`src/rtl/arcade_input_mapper.sv`:
```
// Arcade control mapper: merges PS/2 keys and joystick words into rotated, SOCD-filtered
// per-player directions, start buttons and a fixed-length coin pulse.
module arcade_input_mapper #(
  parameter int PLAYERS    = 2,
  parameter int COIN_PULSE = 16
) (
  input  logic                   clk_sys,
  input  logic                   RESET,
  input  logic [64:0]            ps2_key,
  input  logic [PLAYERS*16-1:0]  joystick,
  input  logic [1:0]             rotate,
  input  logic                   socd_en,
  output logic [PLAYERS*4-1:0]   dir,
  output logic [PLAYERS-1:0]     start,
  output logic                   coin
);

  typedef struct packed {
    logic p0_up, p0_down, p0_left, p0_right;
    logic p1_up, p1_down, p1_left, p1_right;
    logic f1, f2, f3;
  } key_state_t;

  typedef enum logic [1:0] {S_IDLE, S_PULSE, S_WAIT} coin_state_t;

  key_state_t          r_keys;
  logic                r_toggle;
  logic                r_prime;
  logic [PLAYERS*4-1:0] r_dir;
  logic [PLAYERS-1:0]  r_start;
  coin_state_t         r_state;
  coin_state_t         w_state_next;
  logic [15:0]         r_cnt;
  logic                r_req_d;

  logic                w_event;
  logic                w_pressed;
  logic                w_ext;
  logic [3:0]          w_raw;
  logic [PLAYERS*4-1:0] w_dir_next;
  logic [PLAYERS-1:0]  w_start_next;
  logic                w_req;
  logic                w_any_s1;
  logic                w_any_s2;
  logic                w_unused;

  assign w_unused  = ^joystick;
  assign w_pressed = (ps2_key[15:8] != 8'hF0);
  assign w_ext     = (ps2_key[15:8] == 8'hE0) || (ps2_key[23:16] == 8'hE0);
  // The first cycle after reset only samples the toggle, so a level already high is not an event.
  assign w_event   = !r_prime && (ps2_key[64] != r_toggle) && (ps2_key[63:24] == 40'd0);

  // Raw and result both ordered {down,right,left,up}.
  function automatic logic [3:0] map_dir(input logic [3:0] raw, input logic [1:0] rot,
                                         input logic socd);
    logic u, d, l, r;
    case (rot)
      2'd1:    begin u = raw[1]; d = raw[2]; l = raw[3]; r = raw[0]; end
      2'd2:    begin u = raw[3]; d = raw[0]; l = raw[2]; r = raw[1]; end
      2'd3:    begin u = raw[2]; d = raw[1]; l = raw[0]; r = raw[3]; end
      default: begin u = raw[0]; d = raw[3]; l = raw[1]; r = raw[2]; end
    endcase
    if (socd && u && d) begin u = 1'b0; d = 1'b0; end
    if (socd && l && r) begin l = 1'b0; r = 1'b0; end
    return {d, r, l, u};
  endfunction

  always_ff @(posedge clk_sys or posedge RESET) begin
    if (RESET) begin
      r_keys   <= '0;
      r_toggle <= 1'b0;
      r_prime  <= 1'b1;
    end else begin
      // NOTE: sequential state uses non-blocking assignments so every register samples pre-edge values.
      r_toggle <= ps2_key[64];
      r_prime  <= 1'b0;
      if (w_event) begin
        case (ps2_key[7:0])
          8'h75:   r_keys.p0_up    <= w_pressed;
          8'h72:   r_keys.p0_down  <= w_pressed;
          8'h6B:   r_keys.p0_left  <= w_pressed;
          8'h74:   r_keys.p0_right <= w_pressed;
          8'h1D:   if (!w_ext) r_keys.p1_up    <= w_pressed;
          8'h1B:   if (!w_ext) r_keys.p1_down  <= w_pressed;
          8'h1C:   if (!w_ext) r_keys.p1_left  <= w_pressed;
          8'h23:   if (!w_ext) r_keys.p1_right <= w_pressed;
          8'h05:   r_keys.f1 <= w_pressed;
          8'h06:   r_keys.f2 <= w_pressed;
          8'h04:   r_keys.f3 <= w_pressed;
          default: ;
        endcase
      end
    end
  end

  always_comb begin
    // NOTE: every combinational output gets a default first so no path can infer a latch.
    w_dir_next = '0;
    w_raw      = '0;
    w_req      = r_keys.f3;
    w_any_s1   = 1'b0;
    w_any_s2   = 1'b0;
    for (int p = 0; p < PLAYERS; p++) begin
      w_raw = {joystick[p*16+2], joystick[p*16+0], joystick[p*16+1], joystick[p*16+3]};
      if (p == 0) w_raw |= {r_keys.p0_down, r_keys.p0_right, r_keys.p0_left, r_keys.p0_up};
      if (p == 1) w_raw |= {r_keys.p1_down, r_keys.p1_right, r_keys.p1_left, r_keys.p1_up};
      w_dir_next[p*4 +: 4] = map_dir(w_raw, rotate, socd_en);
      w_req    |= joystick[p*16+4];
      w_any_s1 |= joystick[p*16+5];
      w_any_s2 |= joystick[p*16+6];
    end
  end

  if (PLAYERS == 1) begin : g_start_single
    assign w_start_next = r_keys.f1 | r_keys.f2 | w_any_s1 | w_any_s2;
  end else begin : g_start_multi
    always_comb begin
      w_start_next    = '0;
      w_start_next[0] = r_keys.f1 | w_any_s1;
      w_start_next[1] = r_keys.f2 | w_any_s2;
    end
  end

  always_ff @(posedge clk_sys or posedge RESET) begin
    if (RESET) begin
      r_dir   <= '0;
      r_start <= '0;
    end else begin
      r_dir   <= w_dir_next;
      r_start <= w_start_next;
    end
  end

  assign dir   = r_dir;
  assign start = r_start;

  // Coin FSM: state register.
  always_ff @(posedge clk_sys or posedge RESET) begin
    if (RESET) begin
      r_state <= S_IDLE;
      r_cnt   <= '0;
      r_req_d <= 1'b1;  // a request held across reset must be released before it can fire
    end else begin
      r_state <= w_state_next;
      r_req_d <= w_req;
      if (r_state == S_IDLE && w_state_next == S_PULSE)
        r_cnt <= 16'(COIN_PULSE - 1);
      else if (r_state == S_PULSE && r_cnt != 16'd0)
        r_cnt <= r_cnt - 16'd1;
    end
  end

  // Coin FSM: next state.
  always_comb begin
    w_state_next = r_state;
    case (r_state)
      S_IDLE:  if (w_req && !r_req_d) w_state_next = S_PULSE;
      S_PULSE: if (r_cnt == 16'd0)    w_state_next = S_WAIT;
      S_WAIT:  if (!w_req)            w_state_next = S_IDLE;
      default: w_state_next = S_IDLE;
    endcase
  end

  // Coin FSM: outputs.
  always_comb begin
    coin = (r_state == S_PULSE);
  end

endmodule

```
`config.mk`:
```
export PLATFORM = sky130hd
export DESIGN_NAME = arcade_input_mapper
export DESIGN_NICKNAME = d
export VERILOG_FILES = /design/src/rtl/arcade_input_mapper.sv
export SDC_FILE = /design/constraint.sdc
export NUM_CORES = 1
export LEC_CHECK = 0
export CORE_ASPECT_RATIO = 1.5
export CORE_MARGIN = 3
export CORE_UTILIZATION = 42
export CTS_BUF_LIST = sky130_fd_sc_hd__clkbuf_4
export CTS_CLUSTER_DIAMETER = 30
export CTS_CLUSTER_SIZE = 20
export DETAILED_ROUTE_END_ITERATION = 8
export MAX_ROUTING_LAYER = met4
export PLACE_DENSITY = 0.83
export SKIP_LAST_GASP = 1
export SYNTH_ARGS = -nofsm -noshare
export SYNTH_HDL_FRONTEND = slang
export SYNTH_SLANG_ARGS = --single-unit
export TNS_END_PERCENT = 100
```
`constraint.sdc`:
```
create_clock -name clk_sys -period 2.1 [get_ports clk_sys]
set_input_delay 0.315 -clock clk_sys [delete_from_list [all_inputs] [get_ports clk_sys]]
set_output_delay 0.315 -clock clk_sys [all_outputs]
set_load 0.05 [all_outputs]
```
-- After elaboration in Yosys (flattened, before gate mapping)
Cells that the tools add are included.
- input port bits: 102
- output and inout bits: 11
- flip-flop bits (word level): 42
- mux-type cells: 22
- bitwise gates (word level): 9
- reduce and logical (&&, ||, !) cells: 32
- equality and inequality tests: 21
- add/subtract/negate cells: 1
- operators with widths (cell ; number):
    zero test 40 bit ; 1
    equality test 8 x 7 -> 1 bit, second input constant ; 4
    two-way mux 16 bit ; 2
    equality test 8 x 3 -> 1 bit, second input constant ; 3
    equality test 8 x 5 -> 1 bit, second input constant ; 3
    case mux 1 bit (3 select lines) ; 8
    equality test 8 bit, second input constant ; 2
    zero test 16 bit ; 1
    nonzero test 16 bit ; 1
    subtractor 16 x 1 -> 16 bit, second input constant ; 1
    AND reduction 2 bit ; 7
    logical AND 1 bit ; 13
    AND reduction 3 bit ; 4
    equality test 8 x 6 -> 1 bit, second input constant ; 1
    two-way mux 1 bit ; 8
    inequality test 8 bit, second input constant ; 1
    OR 4 bit ; 2
    equality test 2 x 1 -> 1 bit, second input constant ; 3
    equality test 2 bit, second input constant ; 3
    two-way mux 2 bit ; 3
    OR 1 bit ; 6
    case mux 2 bit (3 select lines) ; 1
    zero test 1 bit ; 2
    zero test 2 bit ; 1
    4 further kinds ; 4

-- Depth between registers and ports, before layout
Gate-level depths: netlist of run 1.
- depth in word-level cells: 8
- mapped depth: 7

-- Worst setup path before layout of run 1
No wires, ideal clock.
- kind: register to register
- start: reg r_state[1]
- end: reg r_cnt[13]
- setup slack: -0.130 ns
- period minus slack after synthesis: 2.230 ns
- stages on the path, launching flop included: 6
- arrival: 2.067 ns
- cells stage by stage: dfrtp_1 nor2b_1 nand3_1 nor4b_1 xnor2_1 nor2_1
- cells in the longest elaborated chain, start to end: 5
- elaborated cells between the ends (all ways): 12
- classes of those cells: 3 x eq/ne; 5 x mux; 4 x reduce/logical
- ends and longest elaborated chain (what ; line ; RTL):
    start: declaration ; 31 ; coin_state_t r_state;
    start signal: assignment ; 144 ; r_state <= w_state_next;
    equality test 2 x 1 -> 1 bit (*) ; n/a ;
    via coin ; 15 ; output logic coin
    case mux 2 bit (3 select lines) ; 156 ; case (r_state)
    equality test 2 x 1 -> 1 bit ; 146 ; if (r_state == S_IDLE && w_state_next == S_PULSE)
    logical AND 1 bit ; 146 ;
    two-way mux 16 bit / nonzero test 2 bit (equally long branches) ; n/a ;
    end signal: assignment ; 147 ; r_cnt <= 16'(COIN_PULSE - 1);
    end signal: assignment ; 149 ; r_cnt <= r_cnt - 16'd1;
    end: declaration ; 33 ; logic [15:0] r_cnt;
The timed path passes the listed nets; every way through them passes the cells marked *.
A chain may end at the register's enable or synchronous reset.

-- Final worst setup path of run 1
- start: reg r_cnt[12]
- end: reg r_cnt[7]
- cells in the longest elaborated chain, start to end: 6
- elaborated cells between the ends (all ways): 9
- classes of those cells: 1 x eq/ne; 3 x mux; 5 x reduce/logical
- ends and longest elaborated chain (what ; line ; RTL):
    zero test 16 bit ; 158 ; S_PULSE: if (r_cnt == 16'd0) w_state_next = S_WAIT;
    two-way mux 2 bit ; 158 ;
    case mux 2 bit (3 select lines) ; 156 ;
    equality test 2 x 1 -> 1 bit ; 146 ;
    logical AND 1 bit ; 146 ;
    two-way mux 16 bit / nonzero test 2 bit (equally long branches) ; n/a ;
Several ways; a longest one is shown, not always the timed one.

==> qor.txt, run 1 <==
Status: completed
Synth unique cells: 38
Placement Rows: 32
H-tree depth: 2
Mux cell area share after synthesis: 0.1053
Worst-path fanout max: 5
Syn_nets: 336
Routed wire per std cell: 13.62 microns
WP data required: 2.34 ns
Leading cell type by number of instances after synthesis: dfrtp_1
GR Overflow Total: 0
Layout cells sized above 1: 0.1250
Pin count of the biggest net entering global routing: 43
Post-CTS Setup Repair Bufs: 0
Slowest cell on the critical path: or4_4
DIE HEIGHT: 96.04 microns
Reg2Reg Setup Slack: 0.07 ns
TritonCTS buffer count: 5
Top Family by Delay on Critical Path: simple AND/OR/NAND/NOR gates
Final WL: 5.504 mm
Period utilization: 0.9647
Inserted Diodes: 0
Total Power: 2.709 mW
Placement Cell Area: 3333 sq um
Yosys warning count: 0
Leakage power: 1.389 nW
Slew Limit Fails: 0
Worst Path Buf+Inv: 0
Die X: 66.02 microns
Clk root buf: clkbuf_4
Post-synth top area share: 0.4410
Layout Skew: 0.01220 ns
Drt pass-1 iters: 4
Rel. slew slack: 0.6356
Max Freq: 0.4936 GHz
Post-synthesis cell area: 2270 sq um
Clock Tree Buf Depth: 2
CP cell instances: or4_4 > or3b_4 > o211ai_4 > nor4_1 > mux2i_1
CTS tree: built
Hold crit path type: in2async
GPL Wtd Cong: 0.8051
Via count: 2167
Total core area: 5205 sq um
Initial antenna violation count: 0
Latest clock arrival within the worst-skew pair: 0.36 ns
Cell Pwr Density: 791.3 nW/um^2
Synth Area in Compound Gates: 0.09757
Largest family of logic cells by synthesized area: simple AND/OR/NAND/NOR gates
Vias per cell: 5.364
Worst-Margin Slew: 0.5449 ns
Asr flop ratio synth: 1.000
Adder-cell share of the synthesized area: 0.01103
WS Path Type: reg2reg
Final-report hold violation count: 0
Sequential share of the synthesized area: 0.4642
Post-Synth Simple-Gate Area: 0.2734
Initial DRC count: 105
Max-Cap Viols: 0
# setup viols final: 0
Crit. End Element: flip-flop
Routed Antenna Nets: 0
Gr usage total: 0.1939
Dpl hpwl: 4.411 mm
Most used DFF post-synth: dfrtp_1
Worst VDD drop: 0.4370 mV
Post-synthesis xor/xnor area fraction: 0.02701
Nets: 439
Clock-pin transition on the worst setup and hold timing paths: 0.13 ns
Area Overhead vs Synth: 50.83%
First-pass GRT wire length: 9.315 mm
Port bufs: 94
Setup crit start kind: flip-flop
Max stage delay on crit path: 0.54 ns
Syn_area_per_cell: 9.783 sq um
Unrepaired setup endpoints after global routing: false
Clock Sinks: 42
Synth cell count leaders: 40 x dfrtp_1, 27 x nor2_1, 18 x nor4_1
Minimum clock period: 2.026 ns
CP arrival: 2.26 ns
DR DRC count: 0
Vias in the first global route: 2198
Largest cells by area after synthesis: dfrtp_1 44%, mux2_2 7.4%, nor4_1 5.0%
IO Count: 113
Cell taking the most area after synthesis: dfrtp_1
Initial Util: 0.4361
Synth Register Bits: 42
Die Footprint: 6340 sq um
Final instance area: 3423 sq um
Worst hold slack: 0.3737 ns
Post-synth EDFFs: 0
Cells after Synth: 232
[kinds of logic (layout without fill, tap and decap cells)]
family | Yosys count | count (layout)
buffers and inverters | 12 | 116
adders and majority gates | 2 | 2
xor gates and xnor gates | 7 | 7
and+or+nand+nor | 113 | 113
muxes | 22 | 22
DFF | 42 | 42
other | 1 | 1
AOI/OAI and AO/OA | 33 | 33
[flip-flops by register name (all words and copies together) (netlist names)]
name and count:
r_cnt 16, r_keys 11, dir 8, r_state 2
start 2, r_prime 1, r_req_d 1, r_toggle 1
[stage by stage]
step                      std cells  TNS (ns)  setup slack, ns    util
final                           404         0          0.07407  0.6577
after global routing            404         0        0.0001719  0.6577
after CTS                       404         0          0.06277  0.6563
after detailed placement        396   -0.8199          -0.1964  0.6404
after global placement          396   -0.6786          -0.1820  0.6404
after floorplan                 232         0           0.1456       -
[timing repair]
| action | in CTS | in global routing |
|---|---|---|
| setup endpoints to repair | 0 | 2 |
| hold buffers | 0 | 0 |
| resized for setup | 0 | 1 |
[path summary, 6_finish.rpt]
check	cells after the start	startpoint	endpoint
max in group asynchronous	3	RESET	r_prime$_DFF_PP1_
setup reg to reg	5	r_cnt[12]$_DFFE_PP0P_	r_cnt[7]$_DFFE_PP0P_
hold reg to reg	1	r_keys[2]$_DFFE_PP0P_	start[0]$_DFF_PP0_
hold / removal	3	RESET	r_cnt[2]$_DFFE_PP0P_
setup / recovery	5	r_cnt[12]$_DFFE_PP0P_	r_cnt[7]$_DFFE_PP0P_
min in group clk_sys	1	r_keys[2]$_DFFE_PP0P_	start[0]$_DFF_PP0_
[layout make-up]
type,instances,area (sq um)
Fill cell,428,1782
Multi-Input combinational cell,178,1181
Sequential cell,42,1054
Timing Repair Buffer,102,998.5
Tap cell,68,85.08
Clock buffer,7,52.55
Clock inverter,1,30.03
Inverter,6,22.52
[power breakdown]
group	internal [mW]	switching, mW
logic	0.491	0.571
clock network	0.278	0.254
registers	0.971	0.144
total	1.74	0.969
[layout by cell type, fill, tap and decap left out, types with 6 or more instances in the layout]
master	Yosys	routed
nor3_1	17	17
clkbuf_4	0	7
nor4_1	18	18
nand2_1	13	13
or4_1	7	7
buf_4	0	9
clkdlybuf4s50_1	0	93
mux2_2	15	15
mux2i_1	7	7
inv_1	6	6
nor2_1	27	27
dfrtp_1	40	40
a21oi_1	15	15
[tightest hold or removal path: cells and delay by family]
family | cells | cell delay [ns]
buf+inv | 3 | 0.88
[routing by layer]
metal	track usage	part of all wire	vias up
li1	-	-	1073
met1	0.1976	0.36	1013
met2	0.3590	0.57	69
met3	0.04322	0.050	12
met4	0.06949	0.017	0
met5	-	0	-
Power figures use the tool's default switching activity.
==> inputs of run 2 (changes only) <==
--- a/config.mk
+++ b/config.mk
@@ -18,4 +18,4 @@
 export SYNTH_ARGS = -nofsm -noshare
 export SYNTH_HDL_FRONTEND = slang
 export SYNTH_SLANG_ARGS = --single-unit
-export TNS_END_PERCENT = 100
+export TNS_END_PERCENT = 20
==> results of run 2 <==
The final DEF is identical to that of run 1; final timing and power are the same.
